### src/rtl/wm8731_i2s_dac_tx_pkg.sv
// Shared constants for the WM8731 I2S DAC transmitter: FSM encoding,
// default geometry and the optional underrun counter width.
package wm8731_i2s_dac_tx_pkg;

    // FSM state encoding
    localparam logic [0:0] IDLE = 1'b0;
    localparam logic [0:0] RUN  = 1'b1;

    // Default geometry: BCLK = iCLK / 32, 16-bit slots, 1024-cycle frame
    localparam int unsigned BCLK_HALF_DEF = 16;
    localparam int unsigned SLOT_W_DEF    = 16;

    // Width of the saturating underrun counter
    localparam int unsigned UNDERRUN_CNT_W = 8;

endpackage

### src/rtl/wm8731_i2s_dac_tx_i2s_bclk_gen.sv
// Bit-clock generator: free-running divider that toggles bclk on each terminal
// count. rise_stb/fall_stb are high in the cycle before bclk rises/falls, so
// registers updated on the strobe change exactly with the bclk edge.
// A synchronous clear parks bclk low with the divider at zero; the first
// toggle after clear is therefore always a rise.
module wm8731_i2s_dac_tx_i2s_bclk_gen
    import wm8731_i2s_dac_tx_pkg::*;
#(
    parameter int unsigned BCLK_HALF = BCLK_HALF_DEF
) (
    input  logic clk,
    input  logic rst_n,
    input  logic clr,
    output logic bclk,
    output logic rise_stb,
    output logic fall_stb
);

    localparam int unsigned DW = (BCLK_HALF > 1) ? $clog2(BCLK_HALF) : 1;
    localparam logic [DW-1:0] DIV_LAST = DW'(BCLK_HALF - 1);

    logic [DW-1:0] div_q;
    logic          bclk_q;
    logic          tc;

    assign tc = !clr && (div_q == DIV_LAST);

    // Divider and bclk register, held at zero while cleared
    always_ff @(posedge clk or negedge rst_n) begin
        if (!rst_n) begin
            div_q  <= '0;
            bclk_q <= 1'b0;
        end else if (clr) begin
            div_q  <= '0;
            bclk_q <= 1'b0;
        end else if (tc) begin
            div_q  <= '0;
            bclk_q <= ~bclk_q;
        end else begin
            div_q  <= div_q + DW'(1);
        end
    end

    assign bclk     = bclk_q;
    assign rise_stb = tc && !bclk_q;
    assign fall_stb = tc && bclk_q;

endmodule

### src/rtl/wm8731_i2s_dac_tx.sv
// I2S (Philips) master transmitter for the WM8731 DAC path.
// iEN is the codec configuration-done flag: nothing toggles towards the codec
// until it is high, and dropping it aborts the current frame at once.
// Stereo samples arrive over valid/ready into a one-entry holding register;
// each frame boundary moves the held word into the shift register, or sends
// zeros and pulses oUNDERRUN when nothing is held.
// Optional: define I2S_TX_UNDERRUN_CNT_EN to add the saturating 8-bit
// oUNDERRUN_CNT output (cleared on every IDLE->RUN transition).
module wm8731_i2s_dac_tx
    import wm8731_i2s_dac_tx_pkg::*;
#(
    parameter int unsigned BCLK_HALF = BCLK_HALF_DEF,
    parameter int unsigned SLOT_W    = SLOT_W_DEF
) (
    input  logic              iCLK,
    input  logic              iRST_N,
    input  logic              iEN,
    input  logic              iSMP_VALID,
    output logic              oSMP_READY,
    input  logic [SLOT_W-1:0] iSMP_L,
    input  logic [SLOT_W-1:0] iSMP_R,
    output logic              oBCLK,
    output logic              oDACLRCK,
    output logic              oDACDAT,
    output logic              oUNDERRUN
`ifdef I2S_TX_UNDERRUN_CNT_EN
    ,
    output logic [UNDERRUN_CNT_W-1:0] oUNDERRUN_CNT
`endif
);

    localparam int unsigned FW = 2 * SLOT_W;
    localparam int unsigned CW = $clog2(FW);
    localparam logic [CW-1:0] BIT_LAST = CW'(FW - 1);
    localparam logic [CW-1:0] BIT_RIGHT = CW'(SLOT_W);

    logic [0:0]    state_q;
    logic [0:0]    state_d;
    logic [CW-1:0] bit_cnt_q;
    logic [CW-1:0] bit_cnt_inc;
    logic          lrck_q;
    logic          dat_q;
    logic [FW-1:0] shift_q;
    logic [FW-1:0] hold_q;
    logic          hold_full_q;
    logic          underrun_q;

    logic bclk;
    logic fall_stb;
    logic rise_stb_unused;  // data launches on falls only
    logic bclk_clr;
    logic start;
    logic run;
    logic wrap;
    logic xfer;

    assign start    = (state_q == IDLE) && iEN;
    assign run      = (state_q == RUN) && iEN;
    assign bclk_clr = !run;
    assign wrap     = run && fall_stb && (bit_cnt_q == BIT_LAST);

    // Ready is gated by iEN so a sample is never accepted in the abort cycle
    assign oSMP_READY = run && !hold_full_q;
    assign xfer       = iSMP_VALID && oSMP_READY;

    wm8731_i2s_dac_tx_i2s_bclk_gen #(
        .BCLK_HALF (BCLK_HALF)
    ) u_bclk_gen (
        .clk      (iCLK),
        .rst_n    (iRST_N),
        .clr      (bclk_clr),
        .bclk     (bclk),
        .rise_stb (rise_stb_unused),
        .fall_stb (fall_stb)
    );

    // Next FSM state: run while enabled, abort as soon as enable drops
    always_comb begin
        state_d = state_q;
        case (state_q)
            IDLE:    if (iEN)  state_d = RUN;
            RUN:     if (!iEN) state_d = IDLE;
            default: state_d = IDLE;
        endcase
    end

    // FSM state register
    always_ff @(posedge iCLK or negedge iRST_N) begin
        if (!iRST_N) state_q <= IDLE;
        else         state_q <= state_d;
    end

    // Bit count after the coming BCLK fall
    always_comb begin
        bit_cnt_inc = wrap ? '0 : bit_cnt_q + CW'(1);
    end

    // Serialiser: bit counter, LRCK and DACDAT all move on BCLK falls; the
    // shift register reloads at the wrap so slot 0 still carries the old R LSB
    always_ff @(posedge iCLK or negedge iRST_N) begin
        if (!iRST_N) begin
            bit_cnt_q <= '0;
            lrck_q    <= 1'b0;
            dat_q     <= 1'b0;
            shift_q   <= '0;
        end else if (!run) begin
            // Also covers the entry boundary: zeros loaded, counter at slot 0
            bit_cnt_q <= '0;
            lrck_q    <= 1'b0;
            dat_q     <= 1'b0;
            shift_q   <= '0;
        end else if (fall_stb) begin
            bit_cnt_q <= bit_cnt_inc;
            lrck_q    <= (bit_cnt_inc >= BIT_RIGHT);
            dat_q     <= shift_q[FW-1];
            if (wrap) shift_q <= hold_full_q ? hold_q : '0;
            else      shift_q <= shift_q << 1;
        end
    end

    // Holding register: drained at a frame boundary, filled by a transfer;
    // a transfer on the boundary cycle lands after the load (no bypass)
    always_ff @(posedge iCLK or negedge iRST_N) begin
        if (!iRST_N) begin
            hold_q      <= '0;
            hold_full_q <= 1'b0;
        end else if (!run) begin
            hold_q      <= '0;
            hold_full_q <= 1'b0;
        end else if (wrap && hold_full_q) begin
            hold_full_q <= 1'b0;
        end else if (xfer) begin
            hold_q      <= {iSMP_L, iSMP_R};
            hold_full_q <= 1'b1;
        end
    end

    // Underrun pulse in the first cycle of a frame that started empty
    always_ff @(posedge iCLK or negedge iRST_N) begin
        if (!iRST_N) underrun_q <= 1'b0;
        else         underrun_q <= start || (wrap && !hold_full_q);
    end

`ifdef I2S_TX_UNDERRUN_CNT_EN
    logic [UNDERRUN_CNT_W-1:0] ucnt_q;

    // Saturating underrun counter, restarted on each run entry
    always_ff @(posedge iCLK or negedge iRST_N) begin
        if (!iRST_N)                      ucnt_q <= '0;
        else if (start)                   ucnt_q <= '0;
        else if (underrun_q && ucnt_q != '1) ucnt_q <= ucnt_q + UNDERRUN_CNT_W'(1);
    end

    assign oUNDERRUN_CNT = ucnt_q;
`endif

    assign oBCLK     = bclk;
    assign oDACLRCK  = lrck_q;
    assign oDACDAT   = dat_q;
    assign oUNDERRUN = underrun_q;

endmodule
### config.mk
export PLATFORM = sky130hd
export DESIGN_NAME = wm8731_i2s_dac_tx
export DESIGN_NICKNAME = d
export VERILOG_FILES = /design/src/rtl/wm8731_i2s_dac_tx_pkg.sv /design/src/rtl/wm8731_i2s_dac_tx_i2s_bclk_gen.sv /design/src/rtl/wm8731_i2s_dac_tx.sv
export SDC_FILE = /design/constraint.sdc
export NUM_CORES = 1
export LEC_CHECK = 0
export BUFFER_PORTS_ARGS = -buffer_cell sky130_fd_sc_hd__buf_2
export CAP_MARGIN = 0
export CORE_MARGIN = 3
export CORE_UTILIZATION = 24
export DETAILED_ROUTE_END_ITERATION = 10
export GPL_TIMING_DRIVEN = 0
export PLACE_DENSITY_LB_ADDON = 0.12
export SYNTH_ARGS = -nofsm -noshare
export SYNTH_HDL_FRONTEND = slang
export SYNTH_SLANG_ARGS = --single-unit
### constraint.sdc
create_clock -name iCLK -period 4 [get_ports iCLK]
set_input_delay 0.6 -clock iCLK [delete_from_list [all_inputs] [get_ports iCLK]]
set_output_delay 0.6 -clock iCLK [all_outputs]
set_load 0.02 [all_outputs]
== Word level (Yosys, flattened, before mapping) ==
Index checks and enable logic that the tools add are counted.

* Bits in registers: 79
* Bits of input ports: 36
* Output and inout bits: 5
* Logic and storage cells: 57

* $add $sub $neg: 2
* Magnitude comparators: 1
* Eq/ne operators: 7
* Muxes and demuxes: 22
* Bitwise gates (word level): 2
* Reduce and logical (&&, ||, !) cells: 13

{| class="wikitable"
|+ Operators with widths
! operator !! count
|-
| 2-to-1 mux 32 bit || 7
|-
| 2-to-1 mux 5 bit || 3
|-
| logical AND 1 bit || 10
|-
| 2-to-1 mux 1 bit || 10
|-
| 2-to-1 mux 4 bit || 2
|-
| adder 5 x 1 -> 5 bit, second input constant || 1
|-
| == test 5 bit, second input constant || 1
|-
| greater-or-equal comparator 5 bit, second input constant || 1
|-
| adder 4 x 1 -> 4 bit, second input constant || 1
|-
| == test 4 bit, second input constant || 1
|-
| != test 2 x 1 -> 1 bit, second input constant || 2
|-
| != test 2 bit, second input constant || 2
|-
| != test 3 x 1 -> 1 bit, second input constant || 1
|-
| NOT 1 bit || 2
|-
| AND reduction 2 bit || 1
|-
| logical NOT 1 bit || 1
|-
| logical OR 1 bit || 1
|}

== Longest topological paths before layout ==
Gate-level depths: netlist of the first run.

* Depth in word-level cells: 9
* Mapped depth: 7

== By module ==
Synthesis of the first run repeated with hierarchy kept, for this count alone.

* Cells, all modules: 269
* Area total of the unflattened synthesis: 3479.6 sq um

{| class="wikitable"
|+ Modules (own cells, without submodules)
! module !! instances !! cells each !! area an instance (sq um) !! sequential area each (sq um)
|-
| wm8731_i2s_dac_tx || 1 || 249 || 3249.4 || 1826.8
|-
| wm8731_i2s_dac_tx_i2s_bclk_gen || 1 || 20 || 230.2 || 125.1
|}

== Worst setup path before layout of the first run ==
OpenSTA, ideal clock, no wires.

* Path kind: register to register
* Start: register bit_cnt_q[0]
* End: register shift_q[10]
* Arrival time: 1.630 ns
* Slack: 2.247 ns
* Stages on the path, launching flop included: 8
* Buffers on the path: 2
* Cell sequence: dfrtp_1 ha_1 and3_1 ha_1 buf_2 clkbuf_1 a31oi_1 o2bb2ai_1

* Cells in the longest elaborated chain, start to end: 5

{| class="wikitable"
|+ RTL lines
! what !! RTL line !! source
|-
| start: declaration || wm8731_i2s_dac_tx.sv:39 || <nowiki>logic [CW-1:0] bit_cnt_q;</nowiki>
|-
| start signal: assignment || wm8731_i2s_dac_tx.sv:113 || <nowiki>bit_cnt_q <= bit_cnt_inc;</nowiki>
|-
| == test 5 bit || wm8731_i2s_dac_tx.sv:60 || <nowiki>assign wrap = run && fall_stb && (bit_cnt_q == BIT_LAST);</nowiki>
|-
| logical AND 1 bit || wm8731_i2s_dac_tx.sv:60 ||
|-
| 2-to-1 mux 32 bit || wm8731_i2s_dac_tx.sv:116 || <nowiki>if (wrap) shift_q <= hold_full_q ? hold_q : '0;</nowiki>
|-
| 2-to-1 mux 32 bit || wm8731_i2s_dac_tx.sv:112 || <nowiki>end else if (fall_stb) begin</nowiki>
|-
| 2-to-1 mux 32 bit || wm8731_i2s_dac_tx.sv:106 || <nowiki>end else if (!run) begin</nowiki>
|-
| end signal: assignment || wm8731_i2s_dac_tx.sv:116 ||
|-
| end signal: assignment || wm8731_i2s_dac_tx.sv:117 || <nowiki>else shift_q <= shift_q << 1;</nowiki>
|-
| end: declaration || wm8731_i2s_dac_tx.sv:43 || <nowiki>logic [FW-1:0] shift_q;</nowiki>
|}

Every way passes these cells. The select of a mux whose other input is x is not followed.
A chain may end at the register's enable or synchronous reset.

== Final worst setup path of the first run ==
* Start: register bit_cnt_q[0]
* End: register shift_q[11]

Same word-level chain as after synthesis.

==> results.ini, run 1 <==
[worst_setup_path]
crit_fanout=10
critPathKind=reg -> reg
rr_startpoint=bit_cnt_q[0]
required_ns=4.25
worstPathCellList=ha_1 > and3_1 > ha_1 > buf_2 > clkbuf_1 > a31oi_1 > o2bb2ai_1
ff2ff_setup_slack_ns=1.69
reg2regPathDepth=7
slowest_delay_ns=0.42
worstPathArrival_ns=2.56
reg2reg_to=shift_q[11]
crit_top_cell=ha_1
crit_slowest_cell=clkbuf_1
cp-end-kind=flip-flop
critPathLaunchType=flip-flop

[sta]
slew_violations=0
fin_tns_setup_ns=0
max-slew-margin-rel_pct=63.3
finalHoldViolations=0
period_minus_slack_ns=2.31
fmax_mhz=433
tightest_slew_ns=0.551
finClkSkew_ns=0.00602
rsz0062_at_grt=no
finalSetupViolCount=0
post-route-period-util_pct=57.7

[grt]
antenna_found_initial=0
grt_overflow=0
grt_first_pass_wirelength_um=14900
grt_usage_pct=11.9
grt_pass1_vias=2786
grt_start_max_net_pins=63

[final_layout]
area_delta_synth_final_pct=21.1
final_nets=437
register_area_um2=1950
n_antenna_cell=0
fin_util_pct=30.0
instances_no_fill=580
fillers=1470
multiInputGateArea_um2=1380
drive_above_1_share_pct=18.8

[yosys]
synth_cell_types=31
ys_seq_area_share_pct=56.2
synth.avg_cell_area_um2=10.0
synth_top_area_share_pct=56.2
synth-main-ff-cell=dfrtp_1
synth.most_common_cell=dfrtp_1
async_reset_ff_share_pct=100
synth_area_leaders=dfrtp_1 56%, o2bb2ai_1 7.8%, nand2_1 7.6%
yosys-top-cells-count=78 x dfrtp_1, 70 x nand2_1, 33 x a31oi_1, 31 x nor2b_1, 31 x o2bb2ai_1
synthCells=346
yosysTopAreaCell=dfrtp_1
synth_nets=385
synth_seq_cells=78
synth_edf_count=0
synth_area_um2=3480
ys.warnings.count=0

[power_and_ir_drop]
p_per_area_nw_per_um2=404
peakVddDrop_v=0.000231
power_leakage_uw=0.00190

[floorplan]
std_cell_rows=43
top_level_ports=41
start_util_pct=24.8
core_um2=14000
die_y_um=126
die_area_um2=16000
die_w_um=126

[clocking]
htree_levels=3
post_cts_buffers=0
path_clk_slew_ns=0.06
cts_tree=built
cts_max_path_buffers=2
postCtsResizedCells=0
cts-root-buf=clkbuf_16
cts_hold_buf=0
cts_buffers=9
cts.sinks=78
clk_latency_ns=0.34

[drt]
via_per_inst=4.64
drc=0
drt-initial-drc-count=166
wl_per_cell_um=15.5
top_layer=met4
ant_nets=0
dr.pass1.iters=4
wirelength_um=8980
dr_wl_met2_um=4050
routed-via-count=2692
met1Wirelength_um=4400
wl_met3_um=385

[run]
timing.max_cap.violations=0

[placed_design]
post-dp-hpwl_um=6020
port_buffers=40
gp_congestion=0.689
dpl.cell_count=567

[min_path]
hp-class=in -> async

[status]
outcome=finished clean

## kinds of logic after synthesis
group | Yosys count | share of synthesized area, %
simple gates | 126 | 17.8
fa+ha+maj | 3 | 1.08
buf+inv | 30 | 4.07
compound gates | 107 | 20.4
flops | 78 | 56.2
xor+xnor | 2 | 0.504
## metrics by stage
step           hold WS, ns  total power (µW)  area (µm²)  setup slack, ns
3_3_place_gp         0.464               915        3900             1.60
5_1_grt              0.132              1770        4210             1.43
3_5_place_dp         0.466               919        3930             1.68
2_1_floorplan        0.304               860        3480             2.25
6_report             0.129              1700        4210             1.69
4_1_cts              0.127              1730        4210             1.64
## cell type report
type	count	share of cell area [%]
flip-flops and latches	78	46.4
repair buffers	41	5.47
clock inverters	2	0.832
clock buffers	11	5.77
plain buffers	30	3.36
well taps	180	5.35
multi-input cells	238	32.8
## layer usage
metal,up-vias,track usage (%)
met5,-,0
met4,0,3.91
met3,13,3.83
met2,52,17.8
met1,1293,16.3
li1,1334,-
## worst max-delay path: cells and delay by family (launching register included)
kind	cells	cell delay (ns)
AOI/OAI and AO/OA	2	0.38
adders and majority gates	2	0.54
buffers and inverters	2	0.73
DFF	1	0.40
and+or+nand+nor	1	0.17
## power by group
| part | switching (µW) | internal (µW) |
|---|---|---|
| clock | 310 | 489 |
| sequential | 8.34 | 803 |
| combinational | 59.5 | 29.5 |
| total | 377 | 1320 |
## placed cells by master, fill, tap and decap left out
cell type  count
nand4_1        1
nor3b_1        1
or4b_1         1
buf_2         59
a311oi_1       2
xnor2_1        1
buf_1          1
nor2_1         6
a31oi_1       33
and4_1         1
clkinv_2       1
o2bb2ai_1     31
nor2b_1       31
bufinv_16      1
nand3_1        7
and2_1         1
clkbuf_1       9
a21boi_1       1
buf_4          2
clkbuf_8       1
xor2_1         1
nand2_1       70
o21ai_1       20
o31ai_1        1
clkbuf_16      9
nand4_4        1
ha_1           3
or4_1          1
and4b_1        1
dfrtp_1       78
and3_1         2
a21o_1         1
a21oi_1        4
nand3b_1       2
buf_16         1
o21ai_0       14
## sequential cells by signal (all words and copies together) (netlist names)
| register | count |
|---|---|
| hold_q | 32 |
| shift_q | 32 |
| bit_cnt_q | 5 |
| u_bclk_gen.div_q | 4 |
| hold_full_q | 1 |
| oDACDAT | 1 |
| oUNDERRUN | 1 |
| state_q | 1 |
| u_bclk_gen.bclk | 1 |
## worst max path at each step
stage	start	to	cells past startpoint	slack, ns
after floorplan	bit_cnt_q[0]	shift_q[10]	7	2.25
after global placement	iRST_N	hold_q[11]	1	1.60
after detailed placement	bit_cnt_q[0]	shift_q[5]	7	1.68
after CTS	bit_cnt_q[0]	shift_q[11]	7	1.64
after global routing	bit_cnt_q[0]	shift_q[11]	7	1.43
final	bit_cnt_q[0]	shift_q[11]	7	1.69
(Power assumes the default switching activity.)
==> run 2: changes to the inputs <==
==> constraint.sdc (replaced) <==
create_clock -name iCLK -period 2 [get_ports iCLK]
set_input_delay 0.3 -clock iCLK [delete_from_list [all_inputs] [get_ports iCLK]]
set_output_delay 0.3 -clock iCLK [all_outputs]
set_load 0.02 [all_outputs]
==> results.ini, run 2 (same netlist as run 1, synthesis figures left out) <==
[grt]
grt_first_pass_wirelength_um=14900
grt_overflow=0
antenna_found_initial=0
grt_start_max_net_pins=63
grt_usage_pct=11.9
grt_pass1_vias=2797

[worst_setup_path]
critPathLaunchType=flip-flop
crit_fanout=10
cp-end-kind=flip-flop
critPathKind=reg -> reg
required_ns=2.22
worstPathArrival_ns=2.12

[floorplan]
die_area_um2=16000
core_um2=14000
std_cell_rows=43
start_util_pct=24.8
die_y_um=126
die_w_um=126
top_level_ports=41

[final_layout]
register_area_um2=1950
fin_util_pct=30.4
multiInputGateArea_um2=1410
fillers=1461
n_antenna_cell=0
drive_above_1_share_pct=20.7
mostFrequentLayoutCells=78 x dfrtp_1, 70 x nand2_1, 55 x buf_2
top_regs=hold_q x32, shift_q x32, bit_cnt_q x5
final_nets=438
final_common_cell=dfrtp_1
area_delta_synth_final_pct=22.9

[clocking]
cts.sinks=78
path_clk_slew_ns=0.06
cts_buffers=9
cts-root-buf=clkbuf_16
cts_max_path_buffers=2
htree_levels=3
cts_tree=built
post_cts_buffers=0
clk_latency_ns=0.34

[placed_design]
post-dp-hpwl_um=6020
port_buffers=40
place_ws_ns=-0.316
gp_congestion=0.689

[sta]
period_minus_slack_ns=1.90
setup_slack_ns=0.0989
max-slew-margin-rel_pct=63.0
finalSetupViolCount=0
post-route-period-util_pct=95.1
tightest_slew_ns=0.554
slew_violations=0
fmax_mhz=526
finalHoldViolations=0
finClkSkew_ns=0.00640

[drt]
drt-initial-drc-count=150
drc=0
via_per_inst=4.63
dr.pass1.iters=4
wl_per_cell_um=15.6
routed-via-count=2691
ant_nets=0
wirelength_um=9050

[power_and_ir_drop]
p_per_area_nw_per_um2=797
power.total_uw=3410
peakVddDrop_v=0.000460
power_leakage_uw=0.00192

[status]
outcome=finished clean

[run]
timing.max_cap.violations=0

[min_path]
hp-class=in -> reg

## run 2: cell count changes in the layout (fill, tap and decap cells not counted), moves of 2 or more
cell,before,now
buf_2,59,55
clkbuf_2,0,2
a31oi_2,0,2
a31oi_1,33,31
clkbuf_1,9,5
clkbuf_4,0,5
## run 2: what timing repair did
action,in CTS,in global routing
endpoints found under the hold margin,16,0
setup endpoints to repair,31,31
pin swaps,0,1
hold buffers,1,0
resized for setup,7,9
## run 2: critical path, cell delays in order (launching register included)
cell       delay (ns)
dfrtp_1          0.42
ha_1             0.24
and3_1           0.22
ha_4             0.20
buf_4            0.19
clkbuf_4         0.21
a31oi_1          0.21
o2bb2ai_1        0.10
## run 2: power by group
part           internal [µW]  switching, µW  leakage, µW  total (µW)
Combinational           60.8            120     0.000702         181
Clock                    978            623     0.000137        1600
Sequential              1610           17.0      0.00108        1620
Total                   2640            761      0.00192        3410
## run 2: cell type report
type | count | area share, %
clock inverters | 2 | 0.820
repair buffers | 42 | 5.63
clock buffers | 11 | 5.68
well taps | 180 | 5.27
flip-flops and latches | 78 | 45.7
multi-input cells | 238 | 33.1
plain buffers | 30 | 3.78
## run 2: worst paths after layout
check,from,to,slack [ns],cells past startpoint
max,bit_cnt_q[0],shift_q[5],0.1,7
min,iEN,state_q,0.13,1
max reg2reg,bit_cnt_q[0],shift_q[5],0.1,7
min reg2reg,shift_q[18],shift_q[18],0.48,1
max in group asynchronous,iRST_N,shift_q[4],1.03,3
min in group asynchronous,iRST_N,u_bclk_gen.bclk,0.38,2
## run 2: routing by layer
metal	part of all wire (%)	global-route usage, %	vias to the layer above
li1	-	-	1339
met1	50	16.3	1299
met2	45	17.8	40
met3	3.4	3.83	13
met4	1.5	3.91	0
met5	0	0	-
## run 2: per-stage QoR
| step | std cells | TNS (ns) | cell area [µm²] | hold slack [ns] |
|---|---|---|---|---|
| 3_3_place_gp | 566 | -11.64 | 3900 | 0.464 |
| 4_1_cts | 581 | 0 | 4230 | 0.114 |
| 5_1_grt | 581 | -0.0134 | 4270 | 0.112 |
| 3_5_place_dp | 567 | -5.86 | 3930 | 0.195 |
| 6_report | 581 | 0 | 4270 | 0.128 |
| 2_1_floorplan | 346 | 0 | 3480 | 0.00441 |
